<file path="config.mk">
export PLATFORM = sky130hd
export DESIGN_NAME = mealy_table_fsm
export DESIGN_NICKNAME = d
export VERILOG_FILES = /design/src/rtl/mealy_table_fsm.sv
export SDC_FILE = /design/constraint.sdc
export NUM_CORES = 1
export LEC_CHECK = 0
export BUFFER_PORTS_ARGS = -buffer_cell sky130_fd_sc_hd__buf_2
export CAP_MARGIN = 30
export CORE_ASPECT_RATIO = 1.2
export CORE_MARGIN = 1.5
export CORE_UTILIZATION = 61
export DETAILED_ROUTE_END_ITERATION = 6
export MAX_ROUTING_LAYER = met4
export PLACE_DENSITY = 0.8
export SYNTH_ARGS = -nofsm -noshare
export SYNTH_HDL_FRONTEND = slang
export SYNTH_SLANG_ARGS = --single-unit
</file>
<file path="constraint.sdc">
create_clock -name clk -period 2.5 [get_ports clk]
set_input_delay 0.25 -clock clk [delete_from_list [all_inputs] [get_ports clk]]
set_output_delay 0.25 -clock clk [all_outputs]
set_load 0.1 [all_outputs]
</file>
<file path="src/rtl/mealy_table_fsm.sv">
// mealy_table_fsm
// Runtime-programmable Mealy automaton. The transition/output table lives in
// registers and is written through a configuration port, so one netlist covers
// any automaton with 2**ST_W states, IN_W-bit input symbols and OUT_W-bit
// output symbols. After reset every entry is a self-loop that holds the output.
//
// Ports
//   clk           : clock, rising edge
//   reset         : synchronous, active-high; overrides cfg_we and in_valid
//   in_valid      : step the automaton this cycle
//   a             : input symbol
//   b             : registered Mealy output
//   b_strobe      : one-cycle pulse, b was written by the last step
//   state         : current state
//   state_changed : one-cycle pulse, last step moved to a different state
//   cfg_we        : table write enable
//   cfg_addr      : table index {state, symbol}
//   cfg_wdata     : entry {out_en, out_val, next_state}
//   cfg_rdata     : registered readback of table[cfg_addr]
module mealy_table_fsm #(
    parameter int unsigned ST_W        = 2,
    parameter int unsigned IN_W        = 2,
    parameter int unsigned OUT_W       = 2,
    parameter int unsigned RESET_STATE = 0,
    parameter int unsigned RESET_OUT   = 0
) (
    input  logic                    clk,
    input  logic                    reset,
    input  logic                    in_valid,
    input  logic [IN_W-1:0]         a,
    output logic [OUT_W-1:0]        b,
    output logic                    b_strobe,
    output logic [ST_W-1:0]         state,
    output logic                    state_changed,
    input  logic                    cfg_we,
    input  logic [ST_W+IN_W-1:0]    cfg_addr,
    input  logic [ST_W+OUT_W:0]     cfg_wdata,
    output logic [ST_W+OUT_W:0]     cfg_rdata
);

    localparam int unsigned AW    = ST_W + IN_W;
    localparam int unsigned EW    = ST_W + OUT_W + 1;
    localparam int unsigned DEPTH = 2 ** AW;

    logic [EW-1:0]    table_r [DEPTH];
    logic [EW-1:0]    entry_s;
    logic             entry_en_s;
    logic [OUT_W-1:0] entry_val_s;
    logic [ST_W-1:0]  entry_next_s;

    logic [ST_W-1:0]  state_r;
    logic [OUT_W-1:0] b_r;
    logic             b_strobe_r;
    logic             state_changed_r;
    logic [EW-1:0]    cfg_rdata_r;

    // Look up the entry selected by the current state and the incoming symbol.
    // The table register still holds its pre-write value here, which gives
    // read-before-write behaviour when a step and a write hit the same edge.
    always_comb begin
        entry_s      = table_r[{state_r, a}];
        entry_next_s = entry_s[ST_W-1:0];
        entry_val_s  = entry_s[ST_W +: OUT_W];
        entry_en_s   = entry_s[EW-1];
    end

    // Table storage: reset loads self-loops (next_state = state field of the
    // index, out_en = 0), otherwise accept configuration writes.
    always_ff @(posedge clk) begin
        if (reset) begin
            for (int i = 0; i < int'(DEPTH); i++) begin
                table_r[i] <= {1'b0, {OUT_W{1'b0}}, ST_W'(i >> IN_W)};
            end
        end else if (cfg_we) begin
            table_r[cfg_addr] <= cfg_wdata;
        end
    end

    // Automaton step: advance state, optionally update the output, and raise
    // the one-cycle pulses; idle cycles hold state/output and clear pulses.
    always_ff @(posedge clk) begin
        if (reset) begin
            state_r         <= ST_W'(RESET_STATE);
            b_r             <= OUT_W'(RESET_OUT);
            b_strobe_r      <= 1'b0;
            state_changed_r <= 1'b0;
        end else if (in_valid) begin
            state_r         <= entry_next_s;
            state_changed_r <= (entry_next_s != state_r);
            b_strobe_r      <= entry_en_s;
            if (entry_en_s) begin
                b_r <= entry_val_s;
            end
        end else begin
            b_strobe_r      <= 1'b0;
            state_changed_r <= 1'b0;
        end
    end

    // Registered readback of the addressed entry (old value on a same-edge write).
    always_ff @(posedge clk) begin
        if (reset) begin
            cfg_rdata_r <= {EW{1'b0}};
        end else begin
            cfg_rdata_r <= table_r[cfg_addr];
        end
    end

    assign state         = state_r;
    assign b             = b_r;
    assign b_strobe      = b_strobe_r;
    assign state_changed = state_changed_r;
    assign cfg_rdata     = cfg_rdata_r;

endmodule

</file>
==> summary.txt <==
Routing
  – Final ANT Viol Nets: 0
  – DR WL/cell: 24.00 um
  – TritonRoute pass-1 iters: 5
  – Via density: 6.764
  – Vias post-DR: 3118
  – Residual DRC: 0
  – Routed WL: 11060 um
  – First DRT Iteration DRCs: 420

Clocking
  – TritonCTS Sinks: 91
  – Worst skew pair latency: 360 ps
  – Hold buffers post-CTS: 0
  – Clock Path Buffers: 2
  – Post-CTS sizing: 0
  – Post-CTS Setup Bufs: 0
  – CTS HTree Levels: 3
  – Root Buffer: clkbuf_8
  – CTS Buf Count: 9
  – Clock-pin slew on the worst setup and hold paths: 90 ps
  – CTS tree: built

Global routing
  – First-pass GRT wire length: 17530 um
  – Final global-route overflow total: 0
  – GRT Overall Usage: 0.2915
  – Vias in the first global route: 3060
  – Initial antenna violation count: 0
  – Largest net degree at the start of global routing: 25

Synth
  – Synthesized flop and latch total: 91
  – Post-synthesis cell count: 339
  – Seq/Total Area, Yosys: 0.5415
  – Synthesized area: 4843 um2
  – Synth async-reset ratio: 0
  – Syn nets: 354
  – Post-synth EDFFs: 80
  – Count of different cell masters after synthesis: 34
  – Mean Syn Cell Area: 14.29 um2
  – Top FF cell, synth: edfxtp_1
  – Yosys warnings: 0

Floorplan
  – IO Pins: 26
  – Initial core utilization: 0.6284
  – Die ar.: 8485 um2
  – Core area: 7707 um2
  – Die Y: 100.6 um
  – Die X-Extent: 84.34 um
  – Row cnt: 35

Finish
  – N_diodes: 0
  – Commonest non-fill, non-tap cell in the layout: edfxtp_1
  – Register area: 2623 um2
  – Area growth, synth to finish: 8.292%
  – Nets@finish: 379
  – Multi-input logic area: 2062 um2
  – Layout cell share with drive strength beyond 1: 0.2683
  – Filler instances: 530
  – Commonest non-fill, non-tap cells in the layout: edfxtp_1, and2_1, mux4_2, buf_2, nor2_1

Setup path
  – Startpoint class of the critical path: register
  – Cells along the critical path: buf_2
  – CP max stage delay: 750 ps
  – Max stage delay cell, worst path: dfxtp_1
  – Top Family by Delay on Critical Path: flip-flops
  – Required time of the critical path: 2250 ps
  – Crit path DAT: 1650 ps
  – Critical path class: register to output pin
  – Worst setup EP type: output pin
  – Critical-path maximum fanout: 19
  – CP bufs+invs: 1

Timing
  – Slew HR: 0.5296
  – Hold WS: 153.6 ps
  – Fin crit share: 0.7618
  – Post-layout minimum cycle time: 1904 ps
  – Worst Clk Skew: 9.721 ps
  – Setup TNS: 0 ps
  – Setup repair after global routing missed its margin: no
  – Slew Viols, Final: 0
  – Hold Fails Final Rpt: 0
  – Fmax: 525.1 MHz
  – Setup Viol. Count Final: 0
  – Worst slew pin tran: 698.2 ps

Power and ir drop
  – PD cells: 625.6 nW/um2
  – Static leakage: 1.847 nW
  – Cell-internal power: 2.329 mW
  – Net Sw Frac: 0.2901
  – Seq pwr share: 0.555
  – Maximum vdd drop: 0.3959 mV
  – Clock network power share: 0.278
  – Logic pwr share: 0.167
  – P_sw: 0.9519 mW

Run
  – MaxCap Viol Count: 0

Status
  – Outcome: complete, no violations

Placed design
  – GP Congestion: 0.9060
  – DPL Wire Length: 7896 um
  – PortBufs: 25

Worst hold path
  – Worst hold path class: input port to register
[kinds of logic (layout without fill, tap and decap cells)]
| group | count (synthesis) | count (layout) | share of synthesized area |
|---|---|---|---|
| and+or+nand+nor | 141 | 141 | 0.1671 |
| DFF | 91 | 91 | 0.5415 |
| muxes | 50 | 50 | 0.2268 |
| buffers and inverters | 32 | 62 | 0.03281 |
| AOI/OAI and AO/OA | 25 | 25 | 0.03177 |
[power by group through the flow]
stage	Clock (mW)	Combinational (mW)	Sequential, mW
after floorplan	0	0.300	1.94
after global placement	0	0.534	1.85
after detailed placement	0	0.544	1.85
after CTS	0.916	0.545	1.82
after global routing	0.959	0.576	1.83
final	0.912	0.548	1.82
[flip-flops by register name (all words and copies together) (netlist names)]
signal	count
table_r	80
cfg_rdata	5
b	2
state	2
b_strobe	1
state_changed	1
[Yosys cell counts (6+ instances only)]
master | number | area share
clkbuf_1 | 21 | 0.016
mux4_2 | 33 | 0.15
nor3_1 | 6 | 0.0062
o21ai_0 | 12 | 0.012
nor2_1 | 21 | 0.016
nand2_1 | 7 | 0.0054
mux4_1 | 11 | 0.060
edfxtp_1 | 80 | 0.50
or3_1 | 17 | 0.022
dfxtp_1 | 11 | 0.045
and2_1 | 69 | 0.089
[stage by stage]
step	cells	utilization	worst slack (ps)	area, um2	total power [mW]
finish	461	0.6805	595.6	5245	3.281
global route	461	0.6805	452.8	5245	3.364
CTS	461	0.6805	602.7	5245	3.278
detailed placement	445	0.6575	285.6	5067	2.395
global placement	445	0.6575	342.6	5067	2.383
floorplan	339	-	277.7	4843	2.242
[routing by layer]
metal / share of wire / global-route usage
met1: 0.39 / 0.3766
met5: 0 / -
met4: 0.029 / 0.1266
met3: 0.082 / 0.05815
met2: 0.50 / 0.4578
[path summary, 6_finish.rpt]
kind         slack, ps  cells past startpoint      from       end
min reg2reg        460                      2      b[1]      b[1]
max                600                      1  state[0]  state[0]
max reg2reg        610                      5  state[0]      b[0]
min                150                      2  in_valid  state[1]
[cell type report]
cell class / instances / area share
clock buffers: 10 / 0.02433
clock inverters: 6 / 0.009542
inverters: 4 / 0.002863
multi-input cells: 216 / 0.3931
flip-flops and latches: 91 / 0.5000
well taps: 92 / 0.02195
repair buffers: 42 / 0.04819
No activity file was read; power rests on OpenSTA's default activity.
